`config.mk`:
```
export PLATFORM = sky130hd
export DESIGN_NAME = if_fetch_stage
export DESIGN_NICKNAME = d
export VERILOG_FILES = /design/src/rtl/if_fetch_stage.sv
export SDC_FILE = /design/constraint.sdc
export NUM_CORES = 1
export LEC_CHECK = 0
export BUFFER_PORTS_ARGS = -buffer_cell sky130_fd_sc_hd__buf_2
export CAP_MARGIN = 20
export CORE_MARGIN = 4
export CORE_UTILIZATION = 47
export CTS_CLUSTER_DIAMETER = 120
export DETAILED_ROUTE_END_ITERATION = 8
export GPL_TIMING_DRIVEN = 0
export PLACE_DENSITY = 0.76
export SETUP_SLACK_MARGIN = 0.4
export SLEW_MARGIN = 15
export SYNTH_ARGS = -nofsm -noshare
export SYNTH_HDL_FRONTEND = slang
export SYNTH_SLANG_ARGS = --single-unit
```
`constraint.sdc`:
```
create_clock -name clk -period 5.1 [get_ports clk]
set_clock_uncertainty 0.1 [all_clocks]
set_input_delay 1.02 -clock clk [delete_from_list [all_inputs] [get_ports clk]]
set_output_delay 1.02 -clock clk [all_outputs]
set_load 0.01 [all_outputs]
```
`src/rtl/if_fetch_stage.sv`:
```
// rtl/if_fetch_stage.sv - MIPS IF stage: PC register, imem req/ack fetch, IF/ID register.
// Optional IF_FLUSH_EN squashes the delay-slot instruction instead of executing it.
module if_fetch_stage #(
  parameter logic [31:0] RESET_PC = 32'h0000_3000,
  parameter logic [31:0] NOP_WORD = 32'h0000_0000
) (
  input  logic        clk,
  input  logic        rst_n,
  output logic        imem_req,
  output logic [31:0] imem_addr,
  input  logic        imem_ack,
  input  logic [31:0] imem_rdata,
  input  logic        stallD,
  input  logic        redirect,
  input  logic [31:0] npc,
  output logic [31:0] InstrD,
  output logic [31:0] PC4D,
  output logic [31:0] PCD,
  output logic        validD
);

  typedef enum logic {S_REQ, S_HOLD} state_t;

  state_t      state_q, state_d;
  logic        req_q, req_d;
  logic [31:0] pc_q, pc_d;
  logic [31:0] instr_q, instr_d;
  logic [31:0] pc4_q, pc4_d;
  logic [31:0] pcd_q, pcd_d;
  logic        valid_q, valid_d;
  logic        redir_pend_q, redir_pend_d;
  logic [31:0] redir_tgt_q, redir_tgt_d;
  logic        buf_valid_q, buf_valid_d;
  logic [31:0] buf_word_q, buf_word_d;

  logic        ack_ok;
  logic        redir_acc;
  logic        load;
  logic [31:0] load_word;
  logic [31:0] npc_aligned;
  logic [31:0] pc_plus4;
  logic [31:0] pc_target;

  always_comb begin
    state_d      = state_q;
    pc_d         = pc_q;
    instr_d      = instr_q;
    pc4_d        = pc4_q;
    pcd_d        = pcd_q;
    valid_d      = valid_q;
    redir_pend_d = redir_pend_q;
    redir_tgt_d  = redir_tgt_q;
    buf_valid_d  = buf_valid_q;
    buf_word_d   = buf_word_q;
    load         = 1'b0;
    load_word    = imem_rdata;

    ack_ok      = req_q & imem_ack;
    redir_acc   = redirect & ~stallD;
    npc_aligned = {npc[31:2], 2'b00};
    pc_plus4    = pc_q + 32'd4;
    pc_target   = redir_acc ? npc_aligned : (redir_pend_q ? redir_tgt_q : pc_plus4);

    case (state_q)
      S_REQ: begin
        if (ack_ok) begin
          if (!stallD) begin
            load = 1'b1;
          end else begin
            buf_word_d  = imem_rdata;
            buf_valid_d = 1'b1;
            state_d     = S_HOLD;
          end
        end
      end
      S_HOLD: begin
        if (buf_valid_q && !stallD) begin
          load        = 1'b1;
          load_word   = buf_word_q;
          buf_valid_d = 1'b0;
          state_d     = S_REQ;
        end
      end
      default: state_d = S_REQ;
    endcase

    // Request is a flop so it stays low through the reset cycle and drops at once on reset.
    req_d = (state_d == S_REQ);

    if (load) begin
      instr_d      = load_word;
      pcd_d        = pc_q;
      pc4_d        = pc_plus4;
      valid_d      = 1'b1;
      pc_d         = pc_target;
      redir_pend_d = 1'b0;
`ifdef IF_FLUSH_EN
      if (redir_acc || redir_pend_q) begin
        instr_d = NOP_WORD;
        valid_d = 1'b0;
      end
`endif
    end else if (redir_acc) begin
      redir_pend_d = 1'b1;
      redir_tgt_d  = npc_aligned;
    end
  end

  always_ff @(posedge clk or negedge rst_n) begin
    if (!rst_n) begin
      state_q      <= S_REQ;
      req_q        <= 1'b0;
      pc_q         <= RESET_PC;
      instr_q      <= NOP_WORD;
      pc4_q        <= 32'd0;
      pcd_q        <= 32'd0;
      valid_q      <= 1'b0;
      redir_pend_q <= 1'b0;
      redir_tgt_q  <= 32'd0;
      buf_valid_q  <= 1'b0;
      buf_word_q   <= 32'd0;
    end else begin
      state_q      <= state_d;
      req_q        <= req_d;
      pc_q         <= pc_d;
      instr_q      <= instr_d;
      pc4_q        <= pc4_d;
      pcd_q        <= pcd_d;
      valid_q      <= valid_d;
      redir_pend_q <= redir_pend_d;
      redir_tgt_q  <= redir_tgt_d;
      buf_valid_q  <= buf_valid_d;
      buf_word_q   <= buf_word_d;
    end
  end

  assign imem_req  = req_q;
  assign imem_addr = pc_q;
  assign InstrD    = instr_q;
  assign PC4D      = pc4_q;
  assign PCD       = pcd_q;
  assign validD    = valid_q;

endmodule
```
# Yosys cells after proc, flatten, opt, wreduce, memory -nomap -nowiden
# Index checks and enable logic that the tools add are counted.
op_classes:
  addsub: 1
  n_eq_ne: 3
  muxes: 18
  n_bitwise: 6
  n_reduce_logical: 6
op_table:
  columns: ["cell", "n"]
  rows:
  - ["2-to-1 mux 32 bit", 4]
  - ["adder 32 x 3 -> 32 bit, second input constant", 1]
  - ["2-to-1 mux 1 bit", 11]
  - ["case mux 1 bit (2 select lines)", 3]
  - ["AND reduction 3 bit", 2]
  - ["!= test 2 bit, second input constant", 2]
  - ["NOT 1 bit", 4]
  - ["AND 1 bit", 2]
  - ["!= test 2 x 1 -> 1 bit, second input constant", 1]
  - ["AND reduction 2 bit", 1]
  - ["nonzero test 2 bit", 1]
  - ["logical AND 1 bit", 1]
  - ["zero test 1 bit", 1]
totals:
  reg_bits: 195
  output_inout_bits: 130

# Logic depth before layout (Yosys ltp)
# Gate-level depths: netlist of the first run.
depth:
  ltp_word: 6
  mapped_depth: 8
  ltp_nobuf: 6

# Worst setup path before layout of the first run
# No wires, ideal clock.
synth_timing:
  path_kind: "in2reg"
  start: "in stallD"
  end: "reg pc_q[16], in the netlist imem_addr[16]"
  setup_ns: 0.132
  t_arrival_ns: 2.388
  required_time_ns: 4.868
  path_slack_ns: 2.481
  cell_stages: 7
  n_path_buf: 4
  path_cell_list: "nand3b_1 buf_2 o31a_1 clkbuf_1 clkbuf_1 clkbuf_1 o2bb2ai_1"
synth_between:
  elab_chain_cells: 4
synth_lines:
  columns: ["element", "line_no", "source"]
  rows:
  - ["start: declaration", "13", "input logic stallD,"]
  - ["zero test 1 bit", "77", "if (buf_valid_q && !stallD) begin"]
  - ["logical AND 1 bit", "77", null]
  - ["2-to-1 mux 1 bit", "77", null]
  - ["case mux 1 bit (2 select lines)", "64", "case (state_q)"]
  - ["end signal: assignment", "125", "pc_q <= pc_d;"]
  - ["end: declaration", "26", "logic [31:0] pc_q, pc_d;"]
# Several ways; a longest one is shown, not always the timed one.
# A chain may end at the register's enable or synchronous reset.

# Final worst setup path of the first run
layout_timing:
  start: "in stallD"
  end: "reg pcd_q[28], in the netlist PCD[28]"
layout_between:
  elab_chain_cells: 4
layout_lines:
  columns: ["element", "line_no", "source"]
  rows:
  - ["zero test 1 bit", "77", null]
  - ["logical AND 1 bit", "77", null]
  - ["2-to-1 mux 1 bit", "77", null]
  - ["case mux 1 bit (2 select lines) (*)", "64", null]
  - ["end signal: assignment", "128", "pcd_q <= pcd_d;"]
  - ["end: declaration", "29", "logic [31:0] pcd_q, pcd_d;"]
# Mark *: on every way between the ends. The rest lies on a longest branch, timed or not.

==> flow_summary.rst, run 1 <==
.. list-table::
   :header-rows: 1

   * - Metric
     - Value
   * - Run status
     - complete, no violations
   * - Synth-to-layout area growth
     - 22.5%
   * - Row Count
     - 48
   * - Final hold violation count
     - 0
   * - Hold buffers post-CTS
     - 0
   * - Clock network fraction of total power
     - 20.8%
   * - Gr ovfl total
     - 0
   * - Part of the power in combinational logic
     - about two fifths
   * - Critical path data required time
     - 5270 ps
   * - Clock tree sinks
     - 189
   * - Count of max-cap constraint violations
     - 0
   * - Sw power
     - ~0.0026 W
   * - Setup repair after global routing missed its margin
     - no
   * - CTS tree
     - yes
   * - Unique masters post-synth
     - 52
   * - Max Root-Sink Buffers
     - 2
   * - Commonest non-fill, non-tap cell in the layout
     - buf_2
   * - Pins over their slew limit
     - 0
   * - Placed instance count
     - between 1,000 and 1,500
   * - Setup violations, final
     - 0
   * - Arrival time at the worst endpoint
     - 3480 ps
   * - Slew HR
     - 37.5%
   * - Layout cell share with drive strength beyond 1
     - 29.1%
   * - Share of flip-flops with an asynchronous set or reset after synthesis
     - 100%
   * - Minimum clock period
     - 3310 ps
   * - Clock-pin transition on the worst setup and hold timing paths
     - 70 ps
   * - Fin crit share
     - 65.0%
   * - Total wire length after detailed routing
     - 24.2 mm
   * - FF+latch count, synth
     - 189
   * - Pwr per Cell Area
     - approximately 620 nW/um^2
   * - Sequential area share after synthesis
     - 55.5%
   * - Post-CTS setup buffer count
     - 0
   * - Total internal power
     - 0.00395 W
   * - Via-to-Cell Ratio
     - 5.51
   * - Post-synth EDFFs
     - 0
   * - Static leakage
     - 5.10 nW
   * - Upper clock frequency limit
     - 302 MHz
   * - Number of gates resized after cts
     - 0
   * - Commonest cells after routing, fill and taps aside
     - 192 x buf_2, 187 x dfrtp_1, 160 x nand2_1, 91 x o21ai_0, 62 x mux2_2
   * - PortBufs
     - 190
   * - Pre-antenna DRT Iters
     - 5
   * - Total GRT Usage
     - about a quarter
   * - CORE AREA
     - roughly 18,000 sq um
   * - Post-Syn Instances
     - 823
   * - Worst VDD drop
     - about 0.3 mV
   * - Yosys warnings
     - 0
   * - Iter 0 DRT Violations
     - about 570
   * - Commonest register cell after synthesis
     - dfrtp_1
   * - Final cell count without fillers
     - approximately 1,300
   * - Endpoint type of the worst setup path
     - flip-flop
   * - Number of placed I/O pins
     - 199
   * - Hold Crit Class
     - flip-flop to flip-flop
   * - Vias in the first global route
     - about 7,000
   * - Insertion delay of the later-clocked pin in the worst-skew pair
     - about 430 ps
   * - Number of buffers created by CTS
     - 17
   * - Critical-path maximum fanout
     - 10
   * - H-tree lvl count
     - 4
   * - Antenna violations before repair
     - 1
   * - Setup TNS after final layout
     - 0 ps
   * - Placed wire-length estimate
     - approximately 17 mm
   * - Sum of internal, switching and leakage power
     - 0.00652 W
   * - Reg power frac
     - 40.3%
   * - Die area
     - 20,400 sq um
   * - Sw Share
     - between 30% and 40%
   * - Clock root buffer
     - clkbuf_16
   * - Combined area of all synthesized cells
     - 8530 sq um
   * - Wire length of the first global-routing pass
     - 38.2 mm
   * - N_diodes
     - 0
   * - Count of nets after finishing
     - 1,109
   * - Critical Path Source Type
     - input pin
   * - Transition time at the pin with the least slew margin
     - 930 ps
   * - Critical setup path kind
     - input pin to flip-flop
   * - Initial Utilization
     - 48.6%
   * - Die Ht
     - 143 um
   * - Routability-driven placement congestion ratio
     - 0.877
   * - Maximum number of pins on one net before global-route repair
     - 72
   * - Final antenna-violating net count
     - 0
   * - Via total after detailed routing
     - 7,035
   * - Average cell area after synthesis
     - 10.4 sq um
   * - Die X
     - 143 um
   * - DRC
     - 0
   * - Per-cell routed wire length
     - 19.0 um
[metrics by stage]
step	hold slack, ps	worst slack (ps)	cell area (sq um)	utilization, %
floorplan	369	2480	8550	-
detailed placement	348	1310	9850	56.2
finish	368	1790	10400	59.6
global route	398	1580	10400	59.6
global placement	347	-225	9780	55.8
CTS	370	1730	10400	59.6
[cell families (layout without fill, tap and decap cells)]
group / Yosys count / in the layout / share of synthesized area, %
AOI/OAI and AO/OA: 173 / 173 / 11.9
xor gates and xnor gates: 28 / 28 / 2.88
adders and majority gates: 1 / 1 / 0.147
buffers and inverters: 78 / 302 / 3.83
DFF: 189 / 189 / 55.5
muxes: 95 / 95 / 12.1
other: 1 / 6 / 0.0440
and+or+nand+nor: 258 / 258 / 13.7
[cell usage after synthesis, types with 2 or more instances]
library cell / number / share of area [%]
dfrtp_1: 187 / 55
and2_1: 2 / 0.15
buf_4: 6 / 0.53
xnor2_1: 26 / 2.7
and3_1: 16 / 1.2
clkbuf_1: 48 / 2.1
inv_1: 14 / 0.62
mux2_2: 62 / 8.2
o21ai_0: 91 / 5.3
nor4_2: 2 / 0.29
o2bb2ai_1: 8 / 0.82
o22ai_1: 10 / 0.73
nor4_1: 2 / 0.15
buf_1: 5 / 0.22
nand2_1: 160 / 7.0
xor2_1: 2 / 0.21
a221oi_1: 5 / 0.51
nor2_1: 27 / 1.2
mux2i_1: 33 / 3.9
nand2b_1: 2 / 0.15
a211oi_1: 4 / 0.35
o31a_1: 9 / 0.92
dfstp_2: 2 / 0.62
o21a_1: 2 / 0.18
a21o_1: 3 / 0.26
nand4_1: 7 / 0.51
and4_1: 3 / 0.31
a21oi_1: 30 / 1.8
nand3_1: 21 / 1.2
o211ai_1: 4 / 0.35
nor3_1: 7 / 0.41
buf_2: 3 / 0.18
[per-layer routing]
layer / track usage, % / part of all wire, % / wire length (um) / vias up
li1: - / - / - / 3281
met1: 31.7 / 42 / 10100 / 3407
met2: 38.7 / 47 / 11400 / 296
met3: 6.87 / 9.0 / 2190 / 49
met4: 7.55 / 2.1 / 519 / 2
met5: 0 / 0.054 / 13 / -
[sequential cells by signal, indices dropped and copies added, names as in the netlist]
signal	flops
InstrD	32
PC4D	30
PCD	30
buf_valid_q	1
buf_word_q	32
imem_addr	30
imem_req	1
redir_pend_q	1
redir_tgt_q	30
state_q	1
validD	1
[area by class of cell]
cell class,count,area [sq um]
Multi-Input combinational cell,561,3490
Tap cell,225,282
Sequential cell,189,4730
Clock inverter,14,159
Clock buffer,18,439
Inverter,15,56.3
Timing Repair Buffer,192,1020
Buffer,63,270
Fill cell,1504,7090
[path summary, 6_finish.rpt]
check                                      to  slack, ps  cells past startpoint  startpoint
worst min-delay path                   validD        370                      1      validD
max in group asynchronous       imem_addr[13]       3760                      2       rst_n
worst max register to register        PCD[28]       2130                      7     state_q
worst max-delay path                  PCD[28]       1790                      8      stallD
worst min register to register         validD        370                      1      validD
min in group asynchronous           InstrD[4]        400                      1       rst_n
[worst max-delay path, cell delays in order]
cell and delay [ps]:
buf_2 150, nand3b_1 110, buf_2 220, o31a_1 240
clkbuf_1 400, clkbuf_1 550, clkbuf_1 570, o21ai_0 210
[power groups by stage]
stage	Clock [W]	Sequential, W	Combinational [W]
2_1_floorplan	0	0.00277	0.00134
3_3_place_gp	0	0.00262	0.00247
3_5_place_dp	0	0.00265	0.00255
4_1_cts	0.00137	0.00263	0.00256
5_1_grt	0.00144	0.00271	0.00283
6_report	0.00136	0.00263	0.00254
Note: power is estimated with default switching activity, not from simulation.
==> inputs of run 2 (changes only) <==
- PLACE_DENSITY: 0.76 -> 0.79
- clock period: 5.1 -> 2.7 ns (I/O delays scaled with it)
==> run 2 against run 1 <==
  * Sequential power up 89%
  * Sequential cell count unchanged
  * Total power is 92% higher
  * Global-route usage grew 0.56 points
  * Wire length grew 2.0%
  * Combinational power up 97%
  * Cell area up 2.3%
  * Non-clock buffer count up 11
==> flow_summary.rst, run 2 (synthesis results as in run 1) <==
.. list-table::
   :header-rows: 1

   * - Metric
     - Value
   * - Run status
     - complete, no violations
   * - Max Root-Sink Buffers
     - 2 (unchanged)
   * - Clock tree sinks
     - 189 (unchanged)
   * - Utilization after layout
     - 61.0% (+1.4 points)
   * - Arrival time at the worst endpoint
     - 2600 ps (-880 ps)
   * - Setup violations, final
     - 0 (unchanged)
   * - Post-place setup slack
     - -572 ps (-1880 ps)
   * - Setup repair after global routing missed its margin
     - yes
   * - Critical Path Source Type
     - flip-flop
   * - Total internal power
     - 0.00760 W (+93%)
   * - Per-cell routed wire length
     - 19.1 um (+0.86%)
   * - Synth-to-layout area growth
     - 25.3%
   * - Clock-pin transition on the worst setup and hold timing paths
     - 70 ps (about the same)
   * - Clock root buffer
     - clkbuf_16
   * - Final hold violation count
     - 0 (unchanged)
   * - Count of max-cap constraint violations
     - 0 (unchanged)
   * - Clock network fraction of total power
     - 20.4% (-0.4 points)
   * - Critical path data required time
     - 2950 ps (-2320 ps)
   * - Static leakage
     - 5.25 nW (+2.9%)
   * - Placed wire-length estimate
     - 17.7 mm (+1.1%)
   * - H-tree lvl count
     - 4 (unchanged)
   * - Layout cell share with drive strength beyond 1
     - 33.1% (+4.0 points)
   * - PortBufs
     - 190 (unchanged)
   * - Sw power
     - 0.00493 W (+91%)
   * - Number of placed I/O pins
     - 199 (unchanged)
   * - Commonest non-fill, non-tap cell in the layout
     - buf_2
   * - Commonest cells after routing, fill and taps aside
     - 194 x buf_2, 184 x dfrtp_1, 158 x nand2_1, 91 x o21ai_0, 62 x mux2_2
   * - Routability-driven placement congestion ratio
     - 0.874 (-0.29%)
   * - Vias in the first global route
     - 7,253 (+3.5%)
   * - Critical setup path kind
     - flip-flop to flip-flop
   * - Initial Utilization
     - 48.6% (unchanged)
   * - Via-to-Cell Ratio
     - 5.52 (+0.29%)
   * - Total GRT Usage
     - 24.6% (+0.56 points)
   * - Sum of internal, switching and leakage power
     - 0.0125 W (+92%)
   * - Iter 0 DRT Violations
     - 540 (-4.6%)
   * - Sw Share
     - 39.4% (-0.16 points)
   * - Die Ht
     - 143 um (unchanged)
   * - Upper clock frequency limit
     - between 400 and 500 MHz
   * - Pwr per Cell Area
     - 1170 nW/um^2 (+88%)
   * - CORE AREA
     - 17,500 sq um (unchanged)
   * - Part of the power in combinational logic
     - 40.0% (+1.1 points)
   * - Count of nets after finishing
     - 1,120 (+0.99%)
   * - Insertion delay of the later-clocked pin in the worst-skew pair
     - 430 ps (about the same)
   * - Transition time at the pin with the least slew margin
     - 775 ps (-154 ps)
   * - Number of buffers created by CTS
     - 17 (unchanged)
   * - Minimum clock period
     - 2350 ps
   * - Endpoint type of the worst setup path
     - flip-flop
   * - Die X
     - 143 um (unchanged)
   * - Fin crit share
     - 86.9%
   * - Pre-antenna DRT Iters
     - 5 (unchanged)
   * - Row Count
     - 48 (unchanged)
   * - Total wire length after detailed routing
     - 24.7 mm (+2.0%)
   * - Hold Crit Class
     - input pin to flip-flop
   * - Slew HR
     - 48.1% (+11 points)
   * - Worst VDD drop
     - 0.551 mV (+79%)
   * - Final antenna-violating net count
     - 0 (unchanged)
   * - Wire length of the first global-routing pass
     - 39.2 mm (+2.6%)
   * - Gr ovfl total
     - 0 (unchanged)
   * - Maximum number of pins on one net before global-route repair
     - 76 (+5.6%)
   * - Antenna violations before repair
     - 4 (+3)
   * - Final design area excluding fillers
     - 10,700 sq um (+2.3%)
   * - Via total after detailed routing
     - 7,138 (+1.5%)
   * - Die area
     - 20,400 sq um (unchanged)
   * - Final Worst Setup Slack
     - 354 ps (-1430 ps)
   * - CTS tree
     - yes
   * - Area after DPL
     - 9870 sq um (+0.17%)
   * - Pins over their slew limit
     - 0 (unchanged)
   * - Count of filler cells inserted in the layout
     - 1,489 (-1.0%)
   * - Critical-path maximum fanout
     - 8 (-2)
   * - DRC
     - 0 (unchanged)
   * - Reg power frac
     - 39.6% (-0.7 points)
## run 2: power groups by stage
stage | combinational [W] | clock, W | sequential, W
2_1_floorplan | 0.00255 | 0 | 0.00523
3_3_place_gp | 0.00468 | 0 | 0.00492
3_5_place_dp | 0.00485 | 0 | 0.00499
4_1_cts | 0.00498 | 0.00259 | 0.00494
5_1_grt | 0.00559 | 0.00270 | 0.00512
6_report | 0.00501 | 0.00255 | 0.00497
## run 2: critical path, stage by stage (launching register included)
cell	delay [ps]
dfrtp_1	500
nand4_4	210
or4_4	530
buf_8	160
or3_4	390
o31a_1	250
o22ai_1	140
## run 2: final timing paths
| kind | start | to | slack (ps) | cells past startpoint |
|---|---|---|---|---|
| max | imem_addr[7] | imem_addr[20] | 350 | 6 |
| min | imem_rdata[27] | buf_word_q[27] | 250 | 2 |
| max reg2reg | imem_addr[7] | imem_addr[20] | 350 | 6 |
| min reg2reg | PCD[3] | PCD[3] | 370 | 2 |
| max in group asynchronous | rst_n | imem_addr[12] | 1310 | 3 |
| min in group asynchronous | rst_n | PCD[8] | 480 | 2 |
## run 2: routing by layer
metal	share of wire (%)	up-vias	wire length, um	track usage [%]
li1	-	3318	-	-
met1	42	3437	10400	32.4
met2	47	333	11500	38.3
met3	9.1	48	2260	7.47
met4	2.3	2	573	9.95
met5	0.053	-	13	0
## run 2: timing repair
item | CTS | global route
resized for setup | 28 | 32
setup buffers | 5 | 4
hold endpoints to repair | 41 | 0
endpoints found under the setup margin | 142 | 106
hold buffers | 1 | 0
pin swaps | 1 | 2
## run 2: cell type report
| cell class | instances | area (sq um) | share of cell area [%] |
|---|---|---|---|
| Buffer | 63 | 328 | 3.07 |
| Timing Repair Buffer | 203 | 1100 | 10.3 |
| Sequential cell | 189 | 4740 | 44.3 |
| Multi-Input combinational cell | 561 | 3580 | 33.5 |
| Clock buffer | 20 | 457 | 4.27 |
| Clock inverter | 12 | 138 | 1.29 |
| Tap cell | 225 | 282 | 2.63 |
| Antenna cell | 4 | 10.0 | 0.0936 |
| Inverter | 15 | 57.6 | 0.538 |
## run 2: stage by stage
stage	hold WS [ps]	TNS [ps]	instances
floorplan	144	0	828
global placement	346	-439370	1243
detailed placement	357	-33990	1246
CTS	234	0	1284
global route	241	0	1291
finish	248	0	1292
